==> src/rtl/flopoco_to_ieee_pipe.sv <==
// Two-stage valid/ready converter from FloPoCo floating-point words to IEEE-754 words of equal WE/WF.
// Define FLOPOCO_TO_IEEE_STICKY_EN to build the sticky {nan, inf, zero, subnormal} flags.
module flopoco_to_ieee_pipe #(
  parameter int unsigned WE = 8,
  parameter int unsigned WF = 23
) (
  input  logic              clk,
  input  logic              rst_n,
  input  logic              in_valid,
  output logic              in_ready,
  input  logic [WE+WF+2:0]  in_data,
  output logic              out_valid,
  input  logic              out_ready,
  output logic [WE+WF:0]    out_data,
  input  logic              flag_clr,
  output logic [3:0]        flags
);

  localparam int unsigned IW = WE + WF + 3;
  localparam int unsigned OW = WE + WF + 1;

  typedef enum logic [2:0] {CLS_ZERO, CLS_SUB, CLS_NORM, CLS_INF, CLS_NAN} cls_e;

  logic          v1_q, v1_d, v2_q, v2_d;
  logic [OW-1:0] d1_q, d1_d, d2_q, d2_d;
  cls_e          cls1_q, cls1_d, cls2_q, cls2_d;
  cls_e          cls_in;
  logic [OW-1:0] asm_c;
  logic          adv1, adv2;

  assign adv2      = !v2_q || out_ready;
  assign adv1      = !v1_q || adv2;
  assign in_ready  = adv1;
  assign out_valid = v2_q;
  assign out_data  = d2_q;

  // Classify the incoming word from its exception field and exponent.
  always_comb begin
    cls_in = CLS_NORM;
    case (in_data[IW-1 -: 2])
      2'b00:   cls_in = CLS_ZERO;
      2'b01:   cls_in = (in_data[WE+WF-1:WF] == '0) ? CLS_SUB : CLS_NORM;
      2'b10:   cls_in = CLS_INF;
      default: cls_in = CLS_NAN;
    endcase
  end

  // Build the IEEE word for the stage-1 entry; subnormals drop the input LSB.
  always_comb begin
    asm_c = d1_q;
    case (cls1_q)
      CLS_ZERO: asm_c = {d1_q[OW-1], WE'(0), WF'(0)};
      CLS_SUB:  asm_c = {d1_q[OW-1], WE'(0), 1'b1, d1_q[WF-1:1]};
      CLS_INF:  asm_c = {d1_q[OW-1], {WE{1'b1}}, WF'(0)};
      CLS_NAN:  asm_c = {1'b0, {WE{1'b1}}, WF'(1)};
      default:  asm_c = d1_q;
    endcase
  end

  always_comb begin
    v1_d   = v1_q;
    d1_d   = d1_q;
    cls1_d = cls1_q;
    v2_d   = v2_q;
    d2_d   = d2_q;
    cls2_d = cls2_q;
    if (adv1) v1_d = in_valid;
    if (adv1 && in_valid) begin
      d1_d   = in_data[OW-1:0];
      cls1_d = cls_in;
    end
    if (adv2) v2_d = v1_q;
    if (adv2 && v1_q) begin
      d2_d   = asm_c;
      cls2_d = cls1_q;
    end
  end

  always_ff @(posedge clk or negedge rst_n) begin
    if (!rst_n) begin
      v1_q   <= 1'b0;
      d1_q   <= '0;
      cls1_q <= CLS_ZERO;
      v2_q   <= 1'b0;
      d2_q   <= '0;
      cls2_q <= CLS_ZERO;
    end else begin
      v1_q   <= v1_d;
      d1_q   <= d1_d;
      cls1_q <= cls1_d;
      v2_q   <= v2_d;
      d2_q   <= d2_d;
      cls2_q <= cls2_d;
    end
  end

`ifdef FLOPOCO_TO_IEEE_STICKY_EN
  logic [3:0] flags_q, flags_d, flag_set;

  // A word leaving stage 2 sets its class bit; setting beats a coincident clear.
  always_comb begin
    flag_set = '0;
    if (v2_q && out_ready) begin
      case (cls2_q)
        CLS_NAN:  flag_set[3] = 1'b1;
        CLS_INF:  flag_set[2] = 1'b1;
        CLS_ZERO: flag_set[1] = 1'b1;
        CLS_SUB:  flag_set[0] = 1'b1;
        default:  flag_set    = '0;
      endcase
    end
    flags_d = (flags_q & ~{4{flag_clr}}) | flag_set;
  end

  always_ff @(posedge clk or negedge rst_n) begin
    if (!rst_n) flags_q <= '0;
    else        flags_q <= flags_d;
  end

  assign flags = flags_q;
`else
  logic unused_c;
  assign unused_c = flag_clr | (|cls2_q);
  assign flags    = '0;
`endif

endmodule

==> config.mk <==
export PLATFORM = sky130hd
export DESIGN_NAME = flopoco_to_ieee_pipe
export DESIGN_NICKNAME = d
export VERILOG_FILES = /design/src/rtl/flopoco_to_ieee_pipe.sv
export SDC_FILE = /design/constraint.sdc
export NUM_CORES = 1
export LEC_CHECK = 0
export CORE_MARGIN = 2
export CORE_UTILIZATION = 50
export CTS_CLUSTER_DIAMETER = 100
export DETAILED_ROUTE_END_ITERATION = 10
export PLACE_DENSITY_LB_ADDON = 0.25
export SYNTH_ARGS = -nofsm -noshare
export SYNTH_HDL_FRONTEND = slang
export SYNTH_SLANG_ARGS = --single-unit
==> constraint.sdc <==
create_clock -name clk -period 2.1 [get_ports clk]
set_input_delay 0.315 -clock clk [delete_from_list [all_inputs] [get_ports clk]]
set_output_delay 0.315 -clock clk [all_outputs]
set_load 0.05 [all_outputs]
# Yosys cells after proc, flatten, opt, wreduce, memory -nomap -nowiden
# Cells that the tools add are included.
# classes
add_sub_neg	0
multipliers	0
div	0
order_cmp	0
n_eq_ne	5
n_shift	0
n_mux	3
bitwise	0
reduce_logical	9
# ops
cell	n
$pmux 32 s4	1
$pmux 3 s3	1
$logic_not 8->1	1
$eq 3x1->1 const B	1
$eq 3x2->1 const B	1
$eq 3x3->1 const B	1
$logic_not 3->1	1
$eq 2x1->1 const B	1
$eq 2x2->1 const B	1
$logic_and 1x1->1	2
$logic_not 1->1	2
$logic_not 2->1	1
$logic_or 1x1->1	2
$mux 2	1
# totals
register_bits	69
latchBits	0
ramBits	0
mem_bits_ro	0
in_bits	39
output_inout_bits	38
word_cells	22
memories	0

# Longest topological paths before layout
# Gate-level depths: netlist of the first run.
# logic_depth
depth_word	4
depth_mapped	6
mapped_depth_nobuf	3

# Least setup slack after synthesis of the first run
# OpenSTA, ideal clock, no wires.
# synth_timing
path_type	register -> register
from	reg v2_q, in the netlist out_valid
to	reg d1_q[0]
setup_time_ns	0.125
arrival_time_ns	1.784
t_required_ns	1.975
slack_ns	0.191
stages_incl_launch_ff	6
period_less_slack_ns	1.909
cell_sequence	dfrtp_1 nand3b_4 and2_1 buf_6 buf_6 mux2_4
# synth_via
elab_chain_cells	4
# synth_rtl
item	line	source
from (decl)	24	logic v1_q, v1_d, v2_q, v2_d;
from (signal assigned)	91	v2_q <= v2_d;
$logic_not 1->1	31	assign adv2 = !v2_q || out_ready;
$logic_or 1x1->1	31	
$logic_or 1x1->1	32	assign adv1 = !v1_q || adv2;
named net in_ready	10	output logic in_ready,
$logic_and 1x1->1	68	if (adv1 && in_valid) begin
to (signal assigned)	82	d1_q <= '0;
to (signal assigned)	89	d1_q <= d1_d;
to (decl)	25	logic [OW-1:0] d1_q, d1_d, d2_q, d2_d;
# The timed path passes the listed nets, and every way through them passes these cells.
# A chain may end at the register's enable or synchronous reset.

# Final worst setup path of the first run
# layout_timing
from	reg v2_q, in the netlist out_valid
to	out out_valid
# layout_lines
item	line	source
to (decl)	12	output logic out_valid,
# No word-level cell between the ends.

==> results by group, run 1 <==
Die
  – Full die area: 6790 um2
  – Starting Density: 51.9%
  – Core area: 5920 um2
  – Num rows: 28
  – Die Ht: 82.4 um
  – Die width: 82.4 um
  – I/O Pins: 77

Yosys
  – Mapped Cells: 256
  – Post-Synthesis Cell Area: 3080 um2
  – Yosys warning total: 0
  – Seq/Total Area, Yosys: 56.1%
  – Dominant cell type by area after synthesis: dfrtp_1
  – Cell variety after synth: 29
  – Syn avg cell area: 12.0 um2
  – Post-synth top area share: 56.1%
  – Synth top area cells: dfrtp_1 56%, a21oi_1 9.0%, mux2_4 8.3%, mux2_2 6.2%, a22oi_1 5.1%
  – #FFs+latches synth: 69

Detailed routing
  – First-pass detailed-route iteration total: 4
  – Vias: 2340
  – Via density: 5.78
  – Drt first-iter violations: 166
  – Post-route ant nets: 0
  – WL final: 6740 um
  – WL/cell: 16.7 um
  – Drc violations: 0

Hold path
  – HP Class: in -> async

Clock tree
  – Cells resized by post-CTS repair: 0
  – Clk sinks: 69
  – Cts bufs inserted: 9
  – Cts hold-fix bufs: 0
  – H-Tree Depth: 3
  – Longest Clk Path Bufs: 2
  – Clock Pin Slew Worst Setup and Hold Paths: 0.07 ns
  – Clock latency on the worst-skew pair: 0.33 ns
  – Post-CTS setup buffer count: 0
  – Clock Tree Root: clkbuf_8
  – CTS tree: built

STA
  – Final worst path period share: 90.2%
  – Clk_skew: 0.00831 ns
  – Final WS setup: 0.206 ns
  – RSZ-0062 raised after global routing: false
  – Fmax: 528 MHz
  – Final setup vio count: 0
  – Minimum clock period: 1.89 ns
  – Slew Limit Fails: 0
  – Setup_tns: 0 ns
  – Max-Slew Margin vs Limit: 63.8%
  – Fin. Hold Viols: 11
  – Tightest Pin Transition: 0.541 ns
  – Hold_ws: -0.0175 ns

Critical path
  – Largest stage delay on the critical path: 0.83 ns
  – Data required, critical path: 1.78 ns
  – Worst Path Buf+Inv: 1
  – Critical path class: reg -> out
  – FF-to-FF path depth: 3
  – Worst R2R Setup Slack: 0.53 ns
  – R2R Path Start: cls1_q[1]
  – CP max stage cell: clkdlybuf4s50_1
  – CP Cell Sequence: clkdlybuf4s50_1
  – CP Capture Type: output port
  – WP data arrival: 1.58 ns
  – Cell family with most CP delay: buffers and inverters
  – R2R Path End: out_data[31]
  – CP Launch Type: flip-flop
  – CP Max Fanout: 3

Run status
  – Status: finished, violations left
  – Failing checks: hold timing

Global routing
  – Global-route wire length before repair: 10800 um
  – Grt total ovfl: 0
  – Antenna violations before repair: 0
  – Largest net degree at the start of global routing: 70
  – GR Util All Layers: 21.2%
  – Vias in the first global route: 2207

Place
  – Count of input and output buffers: 71
  – Place WS: 0.212 ns
  – Hpwl dp: 4410 um
  – Post-Place Cells: 390
  – Routability cong.: 0.729

Finish
  – Final Net Count: 365
  – Antenna diodes: 0
  – Finished Layout Cells: 405
  – Area grow syn2layout: 30.3%
  – Share of layout cells above drive strength 1: 18.8%

Power
  – Total power: 4.25 mW
  – P per Cell Area: 1060 nW/um2
  – VDD IR-drop max: 0.690 mV
  – Leakage power: 1.66 nW

Flow run
  – Max Cap Viol: 0
## logic make-up (layout without fill, tap and decap cells)
group,after synthesis,after routing,synth area share (%)
and+or+nand+nor,20,20,4.68
AOI/OAI and AO/OA,107,107,19.9
muxes,34,34,14.5
DFF,69,69,56.1
other,1,4,0.122
buffers and inverters,25,96,4.64
## sequential cells by signal, indices dropped and copies added, names as in the netlist
register and count:
out_data 32, out_valid 1, d1_q 32, cls1_q 3, v1_q 1
## synth_stat cells, drive strengths merged
master   n
dfrtp   69
a21o     1
nor2     1
mux2    34
a22oi   21
clkbuf  10
a21oi   55
a31oi    9
nand2b   6
nor3b    1
nor4     2
and2     2
buf     14
o22a     2
conb     1
a21boi   1
nand3b   2
nor2b    2
and4b    1
nand3    1
inv      1
nand2    1
nand4    1
o21ai   18
## per-stage QoR
| step | cell area, um2 | util (%) |
|---|---|---|
| detailed placement | 3850 | 65.0 |
| CTS | 4010 | 67.7 |
| floorplan | 3090 | - |
| global route | 4010 | 67.7 |
| global placement | 3850 | 65.0 |
| finish | 4010 | 67.7 |
## worst max path at each step
stage,end,start,cells after the start
floorplan,d1_q[0],out_valid,5
global placement,d1_q[8],out_ready,5
detailed placement,d1_q[0],out_ready,5
CTS,out_valid,out_valid,1
global route,out_valid,out_valid,1
finish,out_valid,out_valid,1
## power breakdown
| part | internal (mW) | switching [mW] | leakage (nW) |
|---|---|---|---|
| Sequential | 1.59 | 0.192 | 0.800 |
| Clock | 0.416 | 0.471 | 0.0856 |
| Combinational | 0.615 | 0.969 | 0.779 |
| Total | 2.62 | 1.63 | 1.66 |
## layout by cell type, fill, tap and decap left out, types with 2 or more instances in the layout
master and instances:
buf_4 7, a21oi_1 55, buf_12 3, nand2b_1 6, conb_1 4, a22oi_1 21, a31oi_1 9, clkinv_2 4
clkbuf_8 9, o22a_1 2, mux2_4 17, mux2_2 17, dfrtp_1 69, clkdlybuf4s50_1 69, nor2b_1 2, nor4_1 2
o21ai_0 18
## layout make-up
type | instances | area, um2
clock inverters | 5 | 28.8
inverters | 1 | 3.75
clock buffers | 10 | 128
well taps | 75 | 93.8
flip-flops and latches | 69 | 1730
fillers | 481 | 1910
multi-input cells | 165 | 1220
repair buffers | 80 | 808
## metal layers
layer | vias to the layer above | global-route usage, % | routed length [um] | share of wire, %
met5 | - | 0 | 0 | 0
met4 | 0 | 8.00 | 92 | 1.4
met3 | 10 | 4.02 | 375 | 5.6
met2 | 90 | 31.0 | 3110 | 46
met1 | 1164 | 31.3 | 3160 | 47
li1 | 1076 | - | - | -
(Power assumes the default switching activity.)
==> run 2, diff against run 1 <==
--- a/config.mk
+++ b/config.mk
@@ -9,6 +9,7 @@
 export CORE_UTILIZATION = 50
 export CTS_CLUSTER_DIAMETER = 100
 export DETAILED_ROUTE_END_ITERATION = 10
+export GPL_TIMING_DRIVEN = 0
 export PLACE_DENSITY_LB_ADDON = 0.25
 export SYNTH_ARGS = -nofsm -noshare
 export SYNTH_HDL_FRONTEND = slang
==> run 2 against run 1 <==
  * The flow now finishes without violations
  * Sequential power barely moved
  * Critical endpoint unchanged
  * Flip-flop and latch count did not move
  * Non-clock buffer count rose by 15
  * Clock power rose by 5.1%
  * Via count rose by 0.90%
  * Sequential share of layout area fell by 0.48 points
==> results by group, run 2 (same netlist as run 1, synthesis figures left out) <==
Critical path
  – CP Cell Sequence: clkdlybuf4s50_1
  – Critical path class: reg -> out
  – CP Max Fanout: 3
  – CP max stage cell: clkdlybuf4s50_1
  – R2R Path Start: out_valid
  – CP Capture Type: output port
  – Worst Path Buf+Inv: 1
  – CP Launch Type: flip-flop
  – Data required, critical path: 1.78 ns
  – Cell family with most CP delay: buffers and inverters
  – Largest stage delay on the critical path: 0.83 ns
  – WP data arrival: 1.58 ns
  – R2R Path End: out_data[10]
  – FF-to-FF path depth: 5
  – Worst R2R Setup Slack: 0.39 ns

Finish
  – Most frequent cells in the layout: 69 x dfrtp_1, 69 x clkdlybuf4s50_1, 55 x a21oi_1
  – Final Net Count: 380
  – Multi-input logic area: 1220 um2
  – Area grow syn2layout: 31.8%
  – Register area: 1730 um2
  – FILL cells: 438
  – Antenna diodes: 0
  – Share of layout cells above drive strength 1: 18.6%
  – Layout Utilization: 68.4%

Die
  – I/O Pins: 77
  – Core area: 5920 um2
  – Full die area: 6790 um2
  – Die Ht: 82.4 um
  – Die width: 82.4 um
  – Starting Density: 51.9%
  – Num rows: 28

Global routing
  – GR Util All Layers: 23.1%
  – Grt total ovfl: 0
  – Antenna violations before repair: 0
  – Vias in the first global route: 2334
  – Largest net degree at the start of global routing: 70
  – Global-route wire length before repair: 11700 um

Detailed routing
  – Drc violations: 0
  – WL/cell: 16.8 um
  – First-pass detailed-route iteration total: 5
  – Drt first-iter violations: 151
  – WL final: 7030 um
  – Vias: 2361
  – Post-route ant nets: 0
  – Via density: 5.63

STA
  – Fin. Hold Viols: 0
  – Final setup vio count: 0
  – Hold_ws: 0.0719 ns
  – Fmax: 529 MHz
  – RSZ-0062 raised after global routing: false
  – Final worst path period share: 90.0%
  – Slew Limit Fails: 0
  – Max-Slew Margin vs Limit: 43.9%
  – Tightest Pin Transition: 0.842 ns
  – Minimum clock period: 1.89 ns
  – Clk_skew: 0.00559 ns

Clock tree
  – Clock Pin Slew Worst Setup and Hold Paths: 0.07 ns
  – H-Tree Depth: 3
  – CTS tree: built
  – Clock latency on the worst-skew pair: 0.34 ns
  – Longest Clk Path Bufs: 2
  – Clk sinks: 69
  – Clock Tree Root: clkbuf_8
  – Cts bufs inserted: 9

Power
  – Leakage power: 1.69 nW
  – P per Cell Area: 1060 nW/um2
  – VDD IR-drop max: 0.538 mV

Flow run
  – Max Cap Viol: 0

Place
  – Count of input and output buffers: 71
  – Hpwl dp: 4790 um
  – Routability cong.: 0.748

Run status
  – Status: finished, final reports clean

Hold path
  – HP Class: in -> async
-- run 2: changes by cell type in the layout (fill, tap and decap cells not counted), sizes merged --
cell         delta
clkbuf         +12
buf             +4
dlygate4sd2     +1
clkinv          -3
-- run 2: metrics by stage --
step	instances	power (mW)	TNS, ns	cell area (um2)	setup slack [ns]
5_1_grt	419	4.53	0	4050	0.156
3_3_place_gp	405	3.37	-107.05	3890	-1.56
2_1_floorplan	259	2.83	0	3090	0.191
6_report	419	4.31	0	4050	0.210
3_5_place_dp	405	3.40	-0.0641	3890	-0.0226
4_1_cts	419	4.33	0	4050	0.194
-- run 2: repair_timing --
action | CTS | global route
setup endpoints to repair | 1 | 0
gates resized for setup | 1 | 0
buffers inserted | 0 | 0
hold buffers | 0 | 0
-- run 2: area by class of cell --
cell class,count,area share (%)
clock buffer,12,3.83
inverter,1,0.0926
clock inverter,2,0.247
buffer,24,3.43
timing repair buffer,71,17.4
sequential,69,42.6
tap,75,2.32
multi-input combinational,165,30.0
-- run 2: power by group --
part / total (mW) / switching (mW) / internal [mW] / leakage, nW
combinational: 1.61 / 0.989 / 0.620 / 0.805
sequential: 1.77 / 0.185 / 1.59 / 0.800
clock: 0.932 / 0.455 / 0.476 / 0.0881
total: 4.31 / 1.63 / 2.68 / 1.69
-- run 2: worst max path at each step --
stage	from	end	slack, ns	cells past startpoint
detailed placement	out_ready	out_data[10]	-0.02	6
global route	out_valid	out_valid	0.16	1
CTS	out_valid	out_valid	0.19	1
global placement	rst_n	out_data[16]	-1.56	1
finish	out_valid	out_valid	0.21	1
floorplan	out_valid	d1_q[0]	0.19	5
-- run 2: routing by layer --
metal / share of wire, % / global-route usage (%) / up-vias
met4: 1.3 / 9.00 / 0
met1: 46 / 33.6 / 1172
met3: 5.3 / 4.13 / 8
met2: 48 / 34.4 / 75
li1: - / - / 1106
met5: 0 / 0 / -
==> run 3, diff against run 2 <==
--- a/config.mk
+++ b/config.mk
@@ -5,7 +5,6 @@
 export SDC_FILE = /design/constraint.sdc
 export NUM_CORES = 1
 export LEC_CHECK = 0
-export CORE_MARGIN = 2
 export CORE_UTILIZATION = 50
 export CTS_CLUSTER_DIAMETER = 100
 export DETAILED_ROUTE_END_ITERATION = 10
==> run 3 against run 2 <==
  * Clock-buffer cell count decreased by 2
  * Total power up 12%
  * Sequential share of layout area fell by 1.1 points
  * Global-route usage grew 2.3 points
  * Clock skew up 0.0060 ns
  * Largest power group unchanged
==> results by group, run 3 (same netlist as run 1, synthesis figures left out) <==
Clock tree
  – Cts hold-fix bufs: 0
  – Clock latency on the worst-skew pair: 0.35 ns
  – Cells resized by post-CTS repair: 1
  – Clk sinks: 69
  – Clock Tree Root: clkbuf_8
  – Longest Clk Path Bufs: 2
  – CTS tree: built
  – Post-CTS setup buffer count: 0
  – Cts bufs inserted: 9
  – Clock Pin Slew Worst Setup and Hold Paths: 0.07 ns
  – H-Tree Depth: 3

STA
  – Max-Slew Margin vs Limit: 43.2%
  – Final setup vio count: 0
  – Minimum clock period: 1.91 ns
  – Tightest Pin Transition: 0.852 ns
  – RSZ-0062 raised after global routing: false
  – Final worst path period share: 90.7%
  – Fmax: 525 MHz
  – Fin. Hold Viols: 0
  – Slew Limit Fails: 0
  – Clk_skew: 0.0116 ns

Place
  – Count of input and output buffers: 71
  – Routability cong.: 0.743
  – Placed instance area: 3890 um2
  – Hpwl dp: 4710 um

Finish
  – FILL cells: 420
  – Final Net Count: 380
  – Area grow syn2layout: 35.2%
  – Most frequent cells in the layout: 69 x dfrtp_1, 69 x clkdlybuf4s50_1, 55 x a21oi_1
  – Antenna diodes: 0
  – Share of layout cells above drive strength 1: 19.4%
  – Layout Utilization: 70.2%
  – Cell area after layout: 4160 um2

Run status
  – Status: finished, final reports clean

Detailed routing
  – First-pass detailed-route iteration total: 5
  – Vias: 2434
  – Drt first-iter violations: 225
  – Drc violations: 0
  – WL/cell: 17.0 um
  – WL final: 7150 um
  – Post-route ant nets: 0
  – Via density: 5.78

Critical path
  – Data required, critical path: 1.78 ns
  – CP Cell Sequence: clkdlybuf4s50_1
  – Worst R2R Setup Slack: 0.41 ns
  – CP Max Fanout: 3
  – Cell family with most CP delay: buffers and inverters
  – Critical path class: reg -> out
  – Worst Path Buf+Inv: 1
  – WP data arrival: 1.59 ns
  – Largest stage delay on the critical path: 0.83 ns
  – CP max stage cell: clkdlybuf4s50_1
  – CP Launch Type: flip-flop
  – CP Capture Type: output port

Die
  – Core area: 5920 um2
  – Full die area: 6470 um2
  – Starting Density: 51.9%
  – Die Ht: 80.4 um
  – Num rows: 28
  – I/O Pins: 77
  – Die width: 80.4 um

Global routing
  – Antenna violations before repair: 0
  – GR Util All Layers: 25.4%
  – Global-route wire length before repair: 11900 um
  – Largest net degree at the start of global routing: 70
  – Grt total ovfl: 0
  – Vias in the first global route: 2362

Hold path
  – HP Class: in -> async

Power
  – Switch share: 35.0%
  – Pint: 3.15 mW
  – P_sw: 1.70 mW
  – VDD IR-drop max: 0.781 mV
  – Leakage power: 1.74 nW
  – Gate power share: 33.4%
  – Reg power frac: 36.7%
  – P per Cell Area: 1160 nW/um2
  – Clock share of power: 29.9%

Flow run
  – Max Cap Viol: 0
-- run 3: changes by cell type in the layout (fill, tap and decap cells not counted) --
cell,previous run,this run
clkbuf_8,11,10
clkinv_2,2,1
clkbuf_1,11,10
bufinv_16,0,4
clkinv_4,0,1
-- run 3: power by group through the flow --
| stage | Combinational [mW] | Sequential (mW) | Clock (mW) |
|---|---|---|---|
| floorplan | 0.513 | 2.32 | 0 |
| global placement | 1.58 | 1.79 | 0 |
| detailed placement | 1.61 | 1.80 | 0 |
| CTS | 1.62 | 1.78 | 1.47 |
| global route | 1.72 | 1.81 | 1.52 |
| finish | 1.62 | 1.78 | 1.45 |
-- run 3: area by class of cell --
| cell class | instances | area [um2] | area share [%] |
|---|---|---|---|
| Buffer | 24 | 139 | 3.34 |
| Clock buffer | 10 | 138 | 3.31 |
| Clock inverter | 6 | 134 | 3.22 |
| Inverter | 1 | 3.75 | 0.0903 |
| Multi-Input combinational cell | 165 | 1220 | 29.3 |
| Sequential cell | 69 | 1730 | 41.5 |
| Tap cell | 75 | 93.8 | 2.26 |
| Timing Repair Buffer | 71 | 707 | 17.0 |
-- run 3: per-layer routing --
metal  wire length, um  part of all wire, %  track usage (%)  up-vias
met5                 0                    0                0        -
met1              3200                   45             34.6     1199
met2              3360                   47             38.1       99
li1                  -                    -                -     1117
met3               392                  5.5             5.34       19
met4               204                  2.9             13.6        0
-- run 3: metrics by stage --
step	total power [mW]	setup TNS [ns]	worst slack [ns]	instances	hold WS, ns
global placement	3.36	-107.39	-1.56	405	0.495
CTS	4.86	0	0.183	421	0.102
floorplan	2.83	0	0.191	259	0.0194
finish	4.84	0	0.194	421	0.0741
global route	5.06	0	0.169	421	0.134
detailed placement	3.41	0	0.0124	405	0.478
-- run 3: worst paths after layout --
path / start / endpoint / cells after the start
min in group clk: out_data[31] / out_data[31] / 1
min: rst_n / out_data[27] / 1
max reg2reg: out_valid / out_data[11] / 5
max in group asynchronous: rst_n / out_data[18] / 1
max: out_valid / out_valid / 1
min reg2reg: out_data[31] / out_data[31] / 1
